<file path="config.mk">
export PLATFORM = sky130hd
export DESIGN_NAME = window_extremum_reduce_flat
export DESIGN_NICKNAME = d
export VERILOG_FILES = /design/src/rtl/window_extremum_reduce_if.sv /design/src/rtl/window_extremum_reduce.sv /design/src/flat_wrapper.sv
export SDC_FILE = /design/constraint.sdc
export NUM_CORES = 1
export LEC_CHECK = 0
export CORE_ASPECT_RATIO = 1.5
export CORE_UTILIZATION = 52
export DETAILED_ROUTE_END_ITERATION = 8
export PLACE_DENSITY = 0.75
export SETUP_SLACK_MARGIN = 0.1
export SYNTH_ARGS = -nofsm -noshare
export SYNTH_HDL_FRONTEND = slang
export SYNTH_SLANG_ARGS = --single-unit
</file>
<file path="constraint.sdc">
create_clock -name clk -period 3.7 [get_ports clk]
set_input_delay 0.37 -clock clk [delete_from_list [all_inputs] [get_ports clk]]
set_output_delay 0.37 -clock clk [all_outputs]
set_load 0.01 [all_outputs]
</file>
<file path="src/rtl/window_extremum_reduce_if.sv">
// Valid/ready bundle for the window extremum reducer: input window beat and output pixel.
interface window_extremum_reduce_if #(
  parameter int DATA_WIDTH = 16,
  parameter int TAPS       = 9
);
  logic                       s_valid;
  logic                       s_ready;
  logic [TAPS*DATA_WIDTH-1:0] s_data;
  logic [TAPS-1:0]            s_mask;
  logic                       s_mode;
  logic                       s_last;
  logic                       m_valid;
  logic                       m_ready;
  logic [DATA_WIDTH-1:0]      m_data;
  logic                       m_last;
  logic                       m_empty;

  modport master (
    output s_valid, s_data, s_mask, s_mode, s_last, m_ready,
    input  s_ready, m_valid, m_data, m_last, m_empty
  );

  modport slave (
    input  s_valid, s_data, s_mask, s_mode, s_last, m_ready,
    output s_ready, m_valid, m_data, m_last, m_empty
  );
endinterface

</file>
<file path="src/rtl/window_extremum_reduce.sv">
// Reduces a masked window of signed taps to its min (erode) or max (dilate) through a
// registered compare tree: one leaf register stage plus ceil(log2(TAPS)) compare stages.
module window_extremum_reduce #(
  parameter int DATA_WIDTH = 16,
  parameter int TAPS       = 9
) (
  input  logic                      clk,
  input  logic                      rst,
  window_extremum_reduce_if.slave   bus
);
  localparam int unsigned LEVELS = $clog2(TAPS);
  localparam int unsigned LEAVES = 1 << LEVELS;
  localparam logic [DATA_WIDTH-1:0] ERODE_ID  = {1'b0, {(DATA_WIDTH-1){1'b1}}};
  localparam logic [DATA_WIDTH-1:0] DILATE_ID = {1'b1, {(DATA_WIDTH-1){1'b0}}};

  logic                  en;
  logic [DATA_WIDTH-1:0] in_id;

  assign en          = !bus.m_valid || bus.m_ready;
  assign bus.s_ready = en;
  assign in_id       = bus.s_mode ? DILATE_ID : ERODE_ID;

  // Level 0 registers the masked leaves, padded to a power of two with the identity value;
  // level l holds LEAVES>>l partial results of the beat that entered l cycles earlier.
  for (genvar l = 0; l <= LEVELS; l++) begin : g_lvl
    localparam int unsigned N = LEAVES >> l;

    logic v, last, empty;
    logic nv, nmode, nlast, nempty;

    if (l == 0) begin : g_src_in
      assign nv     = bus.s_valid;
      assign nmode  = bus.s_mode;
      assign nlast  = bus.s_last;
      assign nempty = ~|bus.s_mask;
    end else begin : g_src_prev
      assign nv     = g_lvl[l-1].v;
      assign nmode  = g_lvl[l-1].g_mode.mode;
      assign nlast  = g_lvl[l-1].last;
      assign nempty = g_lvl[l-1].empty;
    end

    always_ff @(posedge clk) begin
      if (rst) begin
        v     <= 1'b0;
        last  <= 1'b0;
        empty <= 1'b0;
      end else if (en) begin
        v     <= nv;
        last  <= nlast;
        empty <= nempty;
      end
    end

    // The final stage has no consumer for mode, so it is only kept where a compare follows.
    if (l < LEVELS) begin : g_mode
      logic mode;
      always_ff @(posedge clk) begin
        if (rst)     mode <= 1'b0;
        else if (en) mode <= nmode;
      end
    end

    for (genvar j = 0; j < N; j++) begin : g_node
      logic [DATA_WIDTH-1:0] nxt, q;

      if (l == 0) begin : g_leaf
        if (j < TAPS) begin : g_tap
          assign nxt = bus.s_mask[j] ? bus.s_data[j*DATA_WIDTH +: DATA_WIDTH] : in_id;
        end else begin : g_pad
          assign nxt = in_id;
        end
      end else begin : g_pair
        logic [DATA_WIDTH-1:0] a, b;
        assign a = g_lvl[l-1].g_node[2*j].q;
        assign b = g_lvl[l-1].g_node[2*j+1].q;
        // Ties keep the lower-index operand a.
        assign nxt = g_lvl[l-1].g_mode.mode
                   ? (($signed(b) > $signed(a)) ? b : a)
                   : (($signed(b) < $signed(a)) ? b : a);
      end

      always_ff @(posedge clk) begin
        if (rst)     q <= '0;
        else if (en) q <= nxt;
      end
    end
  end

  assign bus.m_valid = g_lvl[LEVELS].v;
  assign bus.m_data  = g_lvl[LEVELS].g_node[0].q;
  assign bus.m_last  = g_lvl[LEVELS].last;
  assign bus.m_empty = g_lvl[LEVELS].empty;
endmodule
</file>
<file path="src/flat_wrapper.sv">
// flat-port wrapper written by rule: the top's interface ports become plain ports
module window_extremum_reduce_flat 
#(
  parameter int DATA_WIDTH = 16,
  parameter int TAPS       = 9
)
  (clk, rst, bus_s_valid, bus_s_data, bus_s_mask, bus_s_mode, bus_s_last, bus_m_ready, bus_s_ready, bus_m_valid, bus_m_data, bus_m_last, bus_m_empty);
  window_extremum_reduce_if #(.DATA_WIDTH(DATA_WIDTH), .TAPS(TAPS)) bus_i ();
  input  logic clk;
  input  logic rst;
  input wire logic [$bits(bus_i.s_valid)-1:0] bus_s_valid;
  input wire logic [$bits(bus_i.s_data)-1:0] bus_s_data;
  input wire logic [$bits(bus_i.s_mask)-1:0] bus_s_mask;
  input wire logic [$bits(bus_i.s_mode)-1:0] bus_s_mode;
  input wire logic [$bits(bus_i.s_last)-1:0] bus_s_last;
  input wire logic [$bits(bus_i.m_ready)-1:0] bus_m_ready;
  output wire logic [$bits(bus_i.s_ready)-1:0] bus_s_ready;
  output wire logic [$bits(bus_i.m_valid)-1:0] bus_m_valid;
  output wire logic [$bits(bus_i.m_data)-1:0] bus_m_data;
  output wire logic [$bits(bus_i.m_last)-1:0] bus_m_last;
  output wire logic [$bits(bus_i.m_empty)-1:0] bus_m_empty;
  assign bus_i.s_valid = bus_s_valid;
  assign bus_i.s_data = bus_s_data;
  assign bus_i.s_mask = bus_s_mask;
  assign bus_i.s_mode = bus_s_mode;
  assign bus_i.s_last = bus_s_last;
  assign bus_i.m_ready = bus_m_ready;
  assign bus_s_ready = bus_i.s_ready;
  assign bus_m_valid = bus_i.m_valid;
  assign bus_m_data = bus_i.m_data;
  assign bus_m_last = bus_i.m_last;
  assign bus_m_empty = bus_i.m_empty;
  window_extremum_reduce #(.DATA_WIDTH(DATA_WIDTH), .TAPS(TAPS)) u_core (.clk(clk), .rst(rst), .bus(bus_i));
endmodule
</file>
# Yosys cells after proc, flatten, opt, wreduce, memory -nomap -nowiden
# Index checks and enable logic that the tools add are counted.
[word_totals] out_inout_bits=20 word_cells=111 regBits=387 inputBits=159
[classes] reduce_logical=4 muxes=43 order_cmp=22
[op_table] op="$mux W16" n=43
[op_table] op="$gt A16 B16 Y1" n=11
[op_table] op="$lt A16 B16 Y1" n=11
[op_table] op="$reduce_or A9 Y1" n=1
[op_table] op="$logic_not A1 Y1" n=2
[op_table] op="$logic_or A1 B1 Y1" n=1

# Depth between registers and ports, before layout
# Gate-level depths: netlist of run 1.
[logic_depth] word_depth=3 ltp_mapped=13 mapped_depth_nobuf=9

# Worst setup path before layout of run 1
# No wires, ideal clock.
[synth_timing] path_kind="flip-flop to flip-flop" startpoint="register u_core.g_lvl[0].g_node[9].q[14]" endpoint="register u_core.g_lvl[1].g_node[4].q[10]" path_stages_with_launch=10 t_required_ns=3.583 setup_ns=0.117 arrival_ns=2.803 n_path_buf=1 setup_slack_ns=0.781 synth_period_minus_slack_ns=2.919 path_cell_list="dfxtp_1 -> ha_1 -> a21oi_1 -> o21bai_1 -> o31a_1 -> nor4_1 -> nand4b_1 -> clkbuf_1 -> o211ai_1 -> a22o_1"
[synth_via] elab_chain_len=3 word_cells_on_any_way=5 cone_classes="2 x order compare; 3 x mux"
[synth_rtl] item="start, declared" line="window_extremum_reduce.sv:65" text="logic [DATA_WIDTH-1:0] nxt, q;"
[synth_rtl] item="start signal, assigned" line="window_extremum_reduce.sv:85" text="else if (en) q <= nxt;"
[synth_rtl] item="$lt A16 B16 Y1 or $gt A16 B16 Y1 (tied branches)" line="window_extremum_reduce.sv:80, window_extremum_reduce.sv:79"
[synth_rtl] item="$mux W16 (on tied branches)" line="window_extremum_reduce.sv:80, window_extremum_reduce.sv:79"
[synth_rtl] item="$mux W16 *" line="window_extremum_reduce.sv:79" text="? (($signed(b) > $signed(a)) ? b : a)"
[synth_rtl] item="end signal, assigned" line="window_extremum_reduce.sv:85"
[synth_rtl] item="end, declared" line="window_extremum_reduce.sv:65"
# Every way passes the cells marked *; elsewhere a longest branch is shown, timed or not.
# A chain may end at the register's enable or synchronous reset.

# Worst setup path after layout of run 1
[layout_timing] startpoint="register u_core.g_lvl[1].g_node[2].q[15]" endpoint="register u_core.g_lvl[2].g_node[1].q[7]"
[layout_via] elab_chain_len=3 word_cells_on_any_way=5 cone_classes="2 x order compare; 3 x mux"
[layout_rtl] item="start, declared" line="window_extremum_reduce.sv:65"
[layout_rtl] item="start signal, assigned" line="window_extremum_reduce.sv:85"
[layout_rtl] item="$lt A16 B16 Y1 or $gt A16 B16 Y1 (tied branches)" line="window_extremum_reduce.sv:80, window_extremum_reduce.sv:79"
[layout_rtl] item="$mux W16 (on tied branches)" line="window_extremum_reduce.sv:80, window_extremum_reduce.sv:79"
[layout_rtl] item="$mux W16 *" line="window_extremum_reduce.sv:79"
[layout_rtl] item="end signal, assigned" line="window_extremum_reduce.sv:85"
[layout_rtl] item="end, declared" line="window_extremum_reduce.sv:65"
# Marks and branches as above.

==> results.yml, run 1 <==
outcome:
  run_status: "complete, but fails checks"
  failed_checks: "DRC"
finish:
  antenna-diode-count: 0
  flow.area_growth_from_synthesis_pct: 17.5
  drive_gt1_share_pct: 6.98
  layout.cells.most_common: "sky130_fd_sc_hd__dfxtp_1"
  design.final.nets: 2786
  layout_common_cells: "sky130_fd_sc_hd__dfxtp_1, sky130_fd_sc_hd__a21oi_1, sky130_fd_sc_hd__inv_1"
clock_tree:
  cts_buffers: 36
  tritoncts: "built"
  holdBufCountCts: 0
  clk_pin_slew_worst_paths_ns: 0.06
  clock_path_buffers: 3
  insertion_delay_ns: 0.54
  cts_num_sinks: 342
  clock-root-buffer: "sky130_fd_sc_hd__clkbuf_16"
  cts.htree.levels: 2
synthesis:
  register_area_share_after_synthesis_pct: 35.5
  postSynthRegisterBits: 342
  postSynth.asyncResetShare_pct: 0
  synthFlopType: "sky130_fd_sc_hd__dfxtp_1"
  number_of_nets_produced_by_synthesis: 2682
  synth_edf_count: 0
  synth.lib_cells_used.distinct: 85
  yosys_warnings: 0
  avgSynthCellArea_um2: 8.21
  synth.cell_area_um2: 19300
  post_synth_inst_count: 2347
power_and_ir_drop:
  power_leakage_uw: 0.00905
  cellPowerDensity_nw_per_um2: 552
  ir_worst_vdd_uv: 413
global_route:
  first_pass_grt_wire_length_mm: 90.1
  first_global_vias: 17700
  grt_usage_pct: 29.0
  grt_start_max_net_pins: 107
  globalRoute.busiestLayer: "met2"
  grtUsageMet3_pct: 2.80
  antenna_found_initial: 0
  use_met1_pct: 32.8
  grt_overflow: 0
  grtUsageMet2_pct: 53.7
sta:
  min_period_ns: 3.31
  worstMarginPinSlew_ns: 1.25
  final.hold.worst_slack_ns: 0.279
  setup-violations-final: 0
  final.period_utilization_pct: 89.5
  slew_limit_headroom_pct: 16.3
  setup-tns-final_ns: 0
  final-hold-violation-count: 0
  timing.fmax_mhz: 302
  drv_slew: 0
  grt_setup_unrepaired: "false"
  finalClockSkew_ns: 0.0197
critical_path:
  cp_slowest_stage_delay_ns: 0.57
  timing.critical_path.to_type: "flip-flop"
  critical_path.top_delay_family: "compound AO/OA/AOI/OAI gates"
  critical_path_buf_inv_count: 1
  cp_max_fo: 15
  crit_top_cell: "sky130_fd_sc_hd__nand2_1"
  slowest_stage: "sky130_fd_sc_hd__a2111o_1"
  critical_path_class: "flip-flop to flip-flop"
  cp_data_arrival_time_ns: 3.71
  worstPathCellList: "inv_1 > ha_1 > and4_1 > nand4_1 > a21o_1 > a2111o_1 > nand2_1 > nand2_1 > a311oi_1"
  cp_data_required_time_ns: 4.10
  type_of_origin_of_the_critical_path: "flip-flop"
drt:
  routedWlPerCell_um: 18.7
  post_drt_via_cell_ratio: 6.07
  wl_mm: 55.4
  num_vias: 18000
  ant_nets: 0
  drt_iter0_drc: 1189
  dr.pass1.iters: 9
  drcViolationCount: 2
place:
  place.detailed.hpwl_mm: 41.0
  gp_congestion: 0.929
  port_buffers: 178
floorplan:
  io_pins: 179
  chipHeight_um: 238
  starting_utilization_of_the_core_area_pct: 52.7
  die_boundary_width_um: 159
  die_area_um2: 37900
  fp.coreArea_um2: 36600
  core.rowCount: 86
run:
  cap_violations: 0
worst_hold_path:
  timing.hold.worst.class: "primary input to flip-flop"
[state kept, by name, indices dropped and copies added, names as in the netlist]
name                      cells
u_core.bus.m_data            16
u_core.bus.m_empty            1
u_core.bus.m_last             1
u_core.bus.m_valid            1
u_core.g_lvl.empty            4
u_core.g_lvl.g_mode.mode      2
u_core.g_lvl.g_node.q       309
u_core.g_lvl.last             4
u_core.g_lvl.v                4
[what timing repair did]
item	in CTS	in global routing
setup endpoints to repair	0	30
setup buffers	0	1
resized for setup	0	4
[per-layer routing]
| layer | vias to the layer above | routed length, um |
|---|---|---|
| met1 | 8537 | 22100 |
| met2 | 505 | 28300 |
| met5 | - | 0 |
| met3 | 162 | 2140 |
| met4 | 0 | 2920 |
| li1 | 8796 | - |
[area by class of cell]
class / instances / area [um^2]
inverter: 206 / 778
clock inverter: 21 / 215
sequential: 342 / 6850
fill: 3294 / 13900
tap: 484 / 606
multi-input combinational: 1637 / 11000
clock buffer: 45 / 1010
timing repair buffer: 228 / 2170
[report_power, final]
part	total (uW)	internal (uW)	switching, uW	leakage [uW]
registers	4600	4170	427	0.00282
logic	4160	1810	2340	0.00563
clock network	3750	2160	1580	0.000592
total	12500	8150	4350	0.00905
[worst register-to-register path, stage by stage, from the launching register on]
cell and delay, ns:
sky130_fd_sc_hd__dfxtp_1 0.36, sky130_fd_sc_hd__inv_1 0.09, sky130_fd_sc_hd__ha_1 0.42, sky130_fd_sc_hd__and4_1 0.30
sky130_fd_sc_hd__nand4_1 0.19, sky130_fd_sc_hd__a21o_1 0.23, sky130_fd_sc_hd__a2111o_1 0.57, sky130_fd_sc_hd__nand2_1 0.48
sky130_fd_sc_hd__nand2_1 0.16, sky130_fd_sc_hd__a311oi_1 0.38
[worst paths after layout]
path	cells past startpoint	slack, ns	start	endpoint
max reg2reg	9	0.39	u_core.g_lvl[1].g_node[2].q[15]	u_core.g_lvl[2].g_node[1].q[7]
min	2	0.28	rst	u_core.g_lvl[3].g_mode.mode
max	9	0.39	u_core.g_lvl[1].g_node[2].q[15]	u_core.g_lvl[2].g_node[1].q[7]
min reg2reg	2	0.45	u_core.g_lvl[3].v	u_core.g_lvl[3].v
[metrics by stage]
stage	setup WS (ns)	area (um^2)	total power (uW)	cells	util (%)
2_1_floorplan	0.781	19300	7480	2347	-
3_3_place_gp	0.327	21400	8610	2896	58.5
3_5_place_dp	0.224	21400	8760	2896	58.5
4_1_cts	0.168	22600	12500	2962	61.8
5_1_grt	0.169	22700	13200	2963	61.9
6_report	0.388	22700	12500	2963	61.9
[cell families after synthesis]
family | Yosys count | synth area share, %
AO/OA/AOI/OAI | 735 | 25.8
AND/OR/NAND/NOR | 680 | 17.3
buffers and inverters | 368 | 7.46
flip-flops | 342 | 35.5
adder cells (fa/ha/maj) | 176 | 11.4
multiplexers | 41 | 2.15
XOR/XNOR | 5 | 0.338
[synthesized netlist by cell type (all sizes together), types with 19 or more instances]
| library cell | instances | area [um^2] |
|---|---|---|
| o211ai | 32 | 240 |
| nand4 | 26 | 178 |
| or4 | 19 | 143 |
| o21ai | 99 | 495 |
| o221a | 30 | 338 |
| nand3 | 80 | 400 |
| dfxtp | 342 | 6850 |
| nor2 | 171 | 644 |
| and3 | 23 | 154 |
| and2 | 33 | 206 |
| buf | 35 | 188 |
| a211oi | 127 | 958 |
| nor3 | 106 | 536 |
| ha | 176 | 2200 |
| clkbuf | 127 | 477 |
| mux2i | 38 | 380 |
| a221o | 30 | 300 |
| inv | 205 | 769 |
| a311oi | 33 | 307 |
| nand2 | 156 | 588 |
| a21oi | 262 | 1320 |
No activity file was read; power rests on OpenSTA's default activity.
==> inputs of run 2 (changes only) <==
--- a/config.mk
+++ b/config.mk
@@ -13,3 +13,4 @@
 export SYNTH_ARGS = -nofsm -noshare
 export SYNTH_HDL_FRONTEND = slang
 export SYNTH_SLANG_ARGS = --single-unit
+export TNS_END_PERCENT = 50
==> run 2 against run 1 <==
- clock power about the same
- critical endpoint unchanged
- final area barely moved
- first-iteration DRC count rose by 5.8%
- core utilization is essentially flat
- sequential share of layout area about the same
- critical path depth is the same
- the flow still finishes with violations (DRC)
- sequential power hardly changed
==> results.yml, run 2 (synthesis gave the netlist of run 1 again) <==
outcome:
  run_status: "complete, but fails checks"
  failed_checks: "DRC"
drt:
  ant_nets: 0
  wl_met2_mm: 28.3
  drcViolationCount: 2
  post_drt_via_cell_ratio: 6.08
  routed-wl-met3_mm: 2.09
  dr.pass1.iters: 7
  routedWlPerCell_um: 18.7
  route.layer.met1.wl_mm: 22.1
  drt_iter0_drc: 1258
  num_vias: 18000
  wl_mm: 55.4
  top_signal_layer_used: "met4"
sta:
  post_route_worst_setup_slack_ns: 0.383
  slew_limit_headroom_pct: 16.4
  grt_setup_unrepaired: "true"
  worstMarginPinSlew_ns: 1.25
  setup-tns-final_ns: 0
  final.period_utilization_pct: 89.7
  timing.fmax_mhz: 301
  min_period_ns: 3.32
  final-hold-violation-count: 0
  drv_slew: 0
  finalClockSkew_ns: 0.0190
  setup-violations-final: 0
place:
  place.detailed.hpwl_mm: 41.0
  gp_congestion: 0.929
  post_place_setup_slack_ns: 0.224
  placed_cells_incl_taps: 2896
  port_buffers: 178
global_route:
  grt_usage_pct: 29.0
  antenna_found_initial: 0
  grt_overflow: 0
  first_global_vias: 17700
  first_pass_grt_wire_length_mm: 90.1
  grt_start_max_net_pins: 107
critical_path:
  slowest_stage: "sky130_fd_sc_hd__a2111o_1"
  cp_data_arrival_time_ns: 3.72
  crit_top_cell: "sky130_fd_sc_hd__nand2_1"
  critical_path.top_delay_family: "compound AO/OA/AOI/OAI gates"
  worstPathCellList: "inv_1 > ha_1 > and4_1 > nand4_1 > a21o_1 > a2111o_1 > nand2_1 > nand2_1 > a311oi_1"
  cp_max_fo: 15
  type_of_origin_of_the_critical_path: "flip-flop"
  critical_path_class: "flip-flop to flip-flop"
  cp_data_required_time_ns: 4.10
  timing.critical_path.to_type: "flip-flop"
  critical_path_buf_inv_count: 1
  cp_slowest_stage_delay_ns: 0.57
finish:
  antenna-diode-count: 0
  filler_cell_count: 3297
  layout.cells.most_common: "sky130_fd_sc_hd__dfxtp_1"
  design.final.nets: 2786
  drive_gt1_share_pct: 6.94
  number_of_flip_flops_under_the_largest_register_name: 309
  reg_with_most_ffs: "u_core.g_lvl.g_node.q"
  multi_input_area_um2: 11000
  instances_no_fill: 2963
  flow.area_growth_from_synthesis_pct: 17.5
  layout_common_cells: "sky130_fd_sc_hd__dfxtp_1, sky130_fd_sc_hd__a21oi_1, sky130_fd_sc_hd__inv_1"
  seq_area_um2: 6850
floorplan:
  io_pins: 179
  chipHeight_um: 238
  die_area_um2: 37900
  fp.coreArea_um2: 36600
  die_boundary_width_um: 159
  core.rowCount: 86
  starting_utilization_of_the_core_area_pct: 52.7
power_and_ir_drop:
  cellPowerDensity_nw_per_um2: 552
  ir_worst_vdd_uv: 414
  power_leakage_uw: 0.00905
clock_tree:
  clock_path_buffers: 3
  clk_pin_slew_worst_paths_ns: 0.06
  clock-root-buffer: "sky130_fd_sc_hd__clkbuf_16"
  cts.htree.levels: 2
  holdBufCountCts: 0
  cts_num_sinks: 342
  cts_buffers: 36
  insertion_delay_ns: 0.54
  tritoncts: "built"
run:
  cap_violations: 0
worst_hold_path:
  timing.hold.worst.class: "primary input to flip-flop"
-- run 2: cell counts in the layout (fill, tap and decap cells not counted) --
No cell type changed its count.
-- run 2: worst paths after layout --
check | start | cells past startpoint | end | slack (ns)
max | u_core.g_lvl[1].g_node[2].q[15] | 9 | u_core.g_lvl[2].g_node[1].q[7] | 0.38
min | rst | 2 | u_core.g_lvl[3].g_mode.mode | 0.28
max reg2reg | u_core.g_lvl[1].g_node[2].q[15] | 9 | u_core.g_lvl[2].g_node[1].q[7] | 0.38
min reg2reg | u_core.g_lvl[3].v | 2 | u_core.g_lvl[3].v | 0.45
-- run 2: timing repair --
item / 4_1_cts / 5_1_grt
setup endpoints to repair: 0 / 30
buffers inserted: 0 / 1
resized for setup: 0 / 3
-- run 2: through the flow --
stage	util (%)	cell area [um^2]	power (uW)	hold slack [ns]
floorplan	-	19300	7480	0.425
global placement	58.5	21400	8610	0.439
detailed placement	58.5	21400	8760	0.445
CTS	61.8	22600	12500	0.280
global route	61.9	22600	13200	0.304
finish	61.9	22600	12500	0.281
-- run 2: worst reg2reg max path, delay by kind of cell (launching register included) --
kind / cells / cell delay (ns)
adder cells (fa/ha/maj): 1 / 0.41
buffers and inverters: 1 / 0.09
flip-flops: 1 / 0.36
AO/OA/AOI/OAI: 3 / 1.18
AND/OR/NAND/NOR: 4 / 1.14
-- run 2: area by class of cell --
cell class,count,share of cell area [%]
clock buffer,45,4.45
timing repair buffer,228,9.59
multi-input combinational,1637,48.7
inverter,206,3.44
clock inverter,21,0.950
sequential,342,30.2
tap,484,2.67
-- run 2: per-layer routing --
layer | GRT usage (%) | up-vias
met5 | 0 | -
met4 | 15.4 | 0
met3 | 2.80 | 157
met2 | 53.7 | 504
met1 | 32.8 | 8570
li1 | - | 8796
-- run 2: power by group --
group	leakage, uW	switching, uW	internal (uW)
Sequential	0.00282	427	4170
Combinational	0.00563	2340	1810
Clock	0.000592	1580	2160
==> inputs of run 3 (changes only) <==
==> constraint.sdc (replaced) <==
create_clock -name clk -period 4.02 [get_ports clk]
set_input_delay 0.402 -clock clk [delete_from_list [all_inputs] [get_ports clk]]
set_output_delay 0.402 -clock clk [all_outputs]
set_load 0.01 [all_outputs]
==> run 3 against run 2 <==
- the flow still finishes with violations (DRC)
- largest cell class unchanged
- via count shrank 0.89%
- sequential power shrank 7.8%
- largest power group unchanged
- critical path depth shrank 1
- worst setup slack gained 0.21 ns
- clock skew grew 0.00062 ns
==> results.yml, run 3 (synthesis gave the netlist of run 1 again) <==
clock_tree:
  cts_buffers: 36
  holdBufCountCts: 0
  cts.htree.levels: 2
  insertion_delay_ns: 0.54
  clk_pin_slew_worst_paths_ns: 0.06
  tritoncts: "built"
  cts_post_setup_buffers_inserted: 0
  clock-root-buffer: "sky130_fd_sc_hd__clkbuf_16"
  clock_path_buffers: 3
  cts_num_sinks: 342
  postCtsResizedCells: 0
critical_path:
  rr_worst_depth: 8
  cp_max_fo: 19
  cp_data_arrival_time_ns: 3.86
  worstPathCellList: "ha_1 > nand4_1 > nor4_1 > a21boi_0 > nor4_1 > nor4b_4 > o211ai_1 > a22o_1"
  cp_slowest_stage_delay_ns: 0.83
  critical_path_class: "flip-flop to flip-flop"
  cp_data_required_time_ns: 4.45
  timing.critical_path.to_type: "flip-flop"
  reg2reg_setup_slack_ns: 0.59
  worstReg2RegStart: "u_core.g_lvl[0].g_node[9].q[14]"
  critical_path.top_delay_family: "simple AND/OR/NAND/NOR gates"
  slowest_stage: "sky130_fd_sc_hd__dfxtp_1"
  crit_top_cell: "sky130_fd_sc_hd__nor4_1"
  type_of_origin_of_the_critical_path: "flip-flop"
  critical_path_buf_inv_count: 0
  worst_r2r_endpoint: "u_core.g_lvl[1].g_node[4].q[8]"
power_and_ir_drop:
  total_power_uw: 11400
  cellPowerDensity_nw_per_um2: 507
  swShare_pct: 34.4
  ir_worst_vdd_uv: 350
  p_switching_uw: 3930
  pwr-share-comb_pct: 32.7
  cell_internal_pwr_uw: 7480
  power_leakage_uw: 0.00895
  power_frac_seq_pct: 37.1
  p_clk_share_pct: 30.1
sta:
  timing.fmax_mhz: 292
  final-hold-violation-count: 0
  grt_setup_unrepaired: "false"
  final.period_utilization_pct: 85.3
  worstMarginPinSlew_ns: 1.13
  setup-violations-final: 0
  setup-tns-final_ns: 0
  finalClockSkew_ns: 0.0196
  min_period_ns: 3.43
  slew_limit_headroom_pct: 22.3
  drv_slew: 0
drt:
  drt_iter0_drc: 1261
  num_vias: 17900
  ant_nets: 0
  dr.pass1.iters: 8
  wl_mm: 54.2
  routedWlPerCell_um: 18.4
  drcViolationCount: 1
  post_drt_via_cell_ratio: 6.07
finish:
  filler_cell_count: 3267
  multi_input_area_um2: 11000
  reg_with_most_ffs: "u_core.g_lvl.g_node.q"
  layout.cells.most_common: "sky130_fd_sc_hd__dfxtp_1"
  number_of_flip_flops_under_the_largest_register_name: 309
  antenna-diode-count: 0
  layout_common_cells: "sky130_fd_sc_hd__dfxtp_1, sky130_fd_sc_hd__a21oi_1, sky130_fd_sc_hd__inv_1"
  seq_area_um2: 6850
  design.final.nets: 2768
  drive_gt1_share_pct: 5.85
  flow.area_growth_from_synthesis_pct: 16.7
worst_hold_path:
  whs_path_depth: 2
  timing.hold.worst.class: "primary input to flip-flop"
  worst_hold_path_endpoint: "u_core.g_lvl[2].g_node[3].q[14]"
  hold_start: "rst"
global_route:
  grt_start_max_net_pins: 92
  grt_overflow: 0
  first_global_vias: 17800
  grt_usage_pct: 28.4
  antenna_found_initial: 0
  first_pass_grt_wire_length_mm: 88.3
floorplan:
  die_area_um2: 37900
  io_pins: 179
  die_boundary_width_um: 159
  starting_utilization_of_the_core_area_pct: 52.7
  core.rowCount: 86
  fp.coreArea_um2: 36600
  chipHeight_um: 238
place:
  place.detailed.hpwl_mm: 40.2
  gp_congestion: 0.926
  port_buffers: 178
run:
  cap_violations: 0
outcome:
  run_status: "complete, but fails checks"
  failed_checks: "DRC"
## run 3: cell types whose count changed in the layout (fill, tap and decap cells not counted), moves of 3 or more
cell	previous run	this run
sky130_fd_sc_hd__buf_4	49	31
sky130_fd_sc_hd__clkbuf_1	4	11
sky130_fd_sc_hd__clkinv_2	9	2
sky130_fd_sc_hd__clkinv_4	3	0
## run 3: layout make-up
type	instances	area share (%)
Tap cell	484	2.69
Clock buffer	53	4.65
Sequential cell	342	30.4
Timing Repair Buffer	210	9.05
Inverter	206	3.46
Multi-Input combinational cell	1637	49.0
Clock inverter	12	0.740
## run 3: how the worst max path moves through the flow
| stage | start | endpoint | slack [ns] | depth (start not counted) |
|---|---|---|---|---|
| CTS | u_core.g_lvl[0].g_node[9].q[14] | u_core.g_lvl[1].g_node[4].q[8] | 0.49 | 8 |
| finish | u_core.g_lvl[0].g_node[9].q[14] | u_core.g_lvl[1].g_node[4].q[8] | 0.59 | 8 |
| detailed placement | u_core.g_lvl[0].g_node[9].q[14] | u_core.g_lvl[1].g_node[4].q[8] | 0.52 | 8 |
| global route | u_core.g_lvl[3].g_node[0].q[15] | u_core.bus.m_data[11] | 0.22 | 9 |
| floorplan | u_core.g_lvl[0].g_node[9].q[14] | u_core.g_lvl[1].g_node[4].q[10] | 1.10 | 9 |
| global placement | u_core.g_lvl[0].g_node[9].q[14] | u_core.g_lvl[1].g_node[4].q[11] | 0.66 | 8 |
## run 3: layer usage
layer  GRT usage [%]  vias to the layer above  part of all wire, %
met5               0                        -                    0
met2            53.3                      549                   51
li1                -                     8766                    -
met1            31.5                     8400                   39
met4            14.7                        0                  4.9
met3            2.94                      151                  4.2
## run 3: per-stage QoR
step | worst slack, ns | util [%] | hold slack [ns] | std cells | area, um^2
floorplan | 1.10 | - | 0.425 | 2347 | 19300
global route | 0.224 | 61.5 | 0.406 | 2944 | 22500
finish | 0.590 | 61.5 | 0.387 | 2944 | 22500
detailed placement | 0.519 | 58.2 | 0.444 | 2879 | 21300
CTS | 0.489 | 61.5 | 0.348 | 2944 | 22500
global placement | 0.659 | 58.2 | 0.440 | 2879 | 21300
## run 3: power by group through the flow
stage	Combinational (uW)	Clock, uW	Sequential, uW
6_report	3740	3440	4240
5_1_grt	4150	3610	4290
4_1_cts	3730	3480	4230
3_5_place_dp	3710	0	4300
3_3_place_gp	3590	0	4290
2_1_floorplan	2720	0	4160
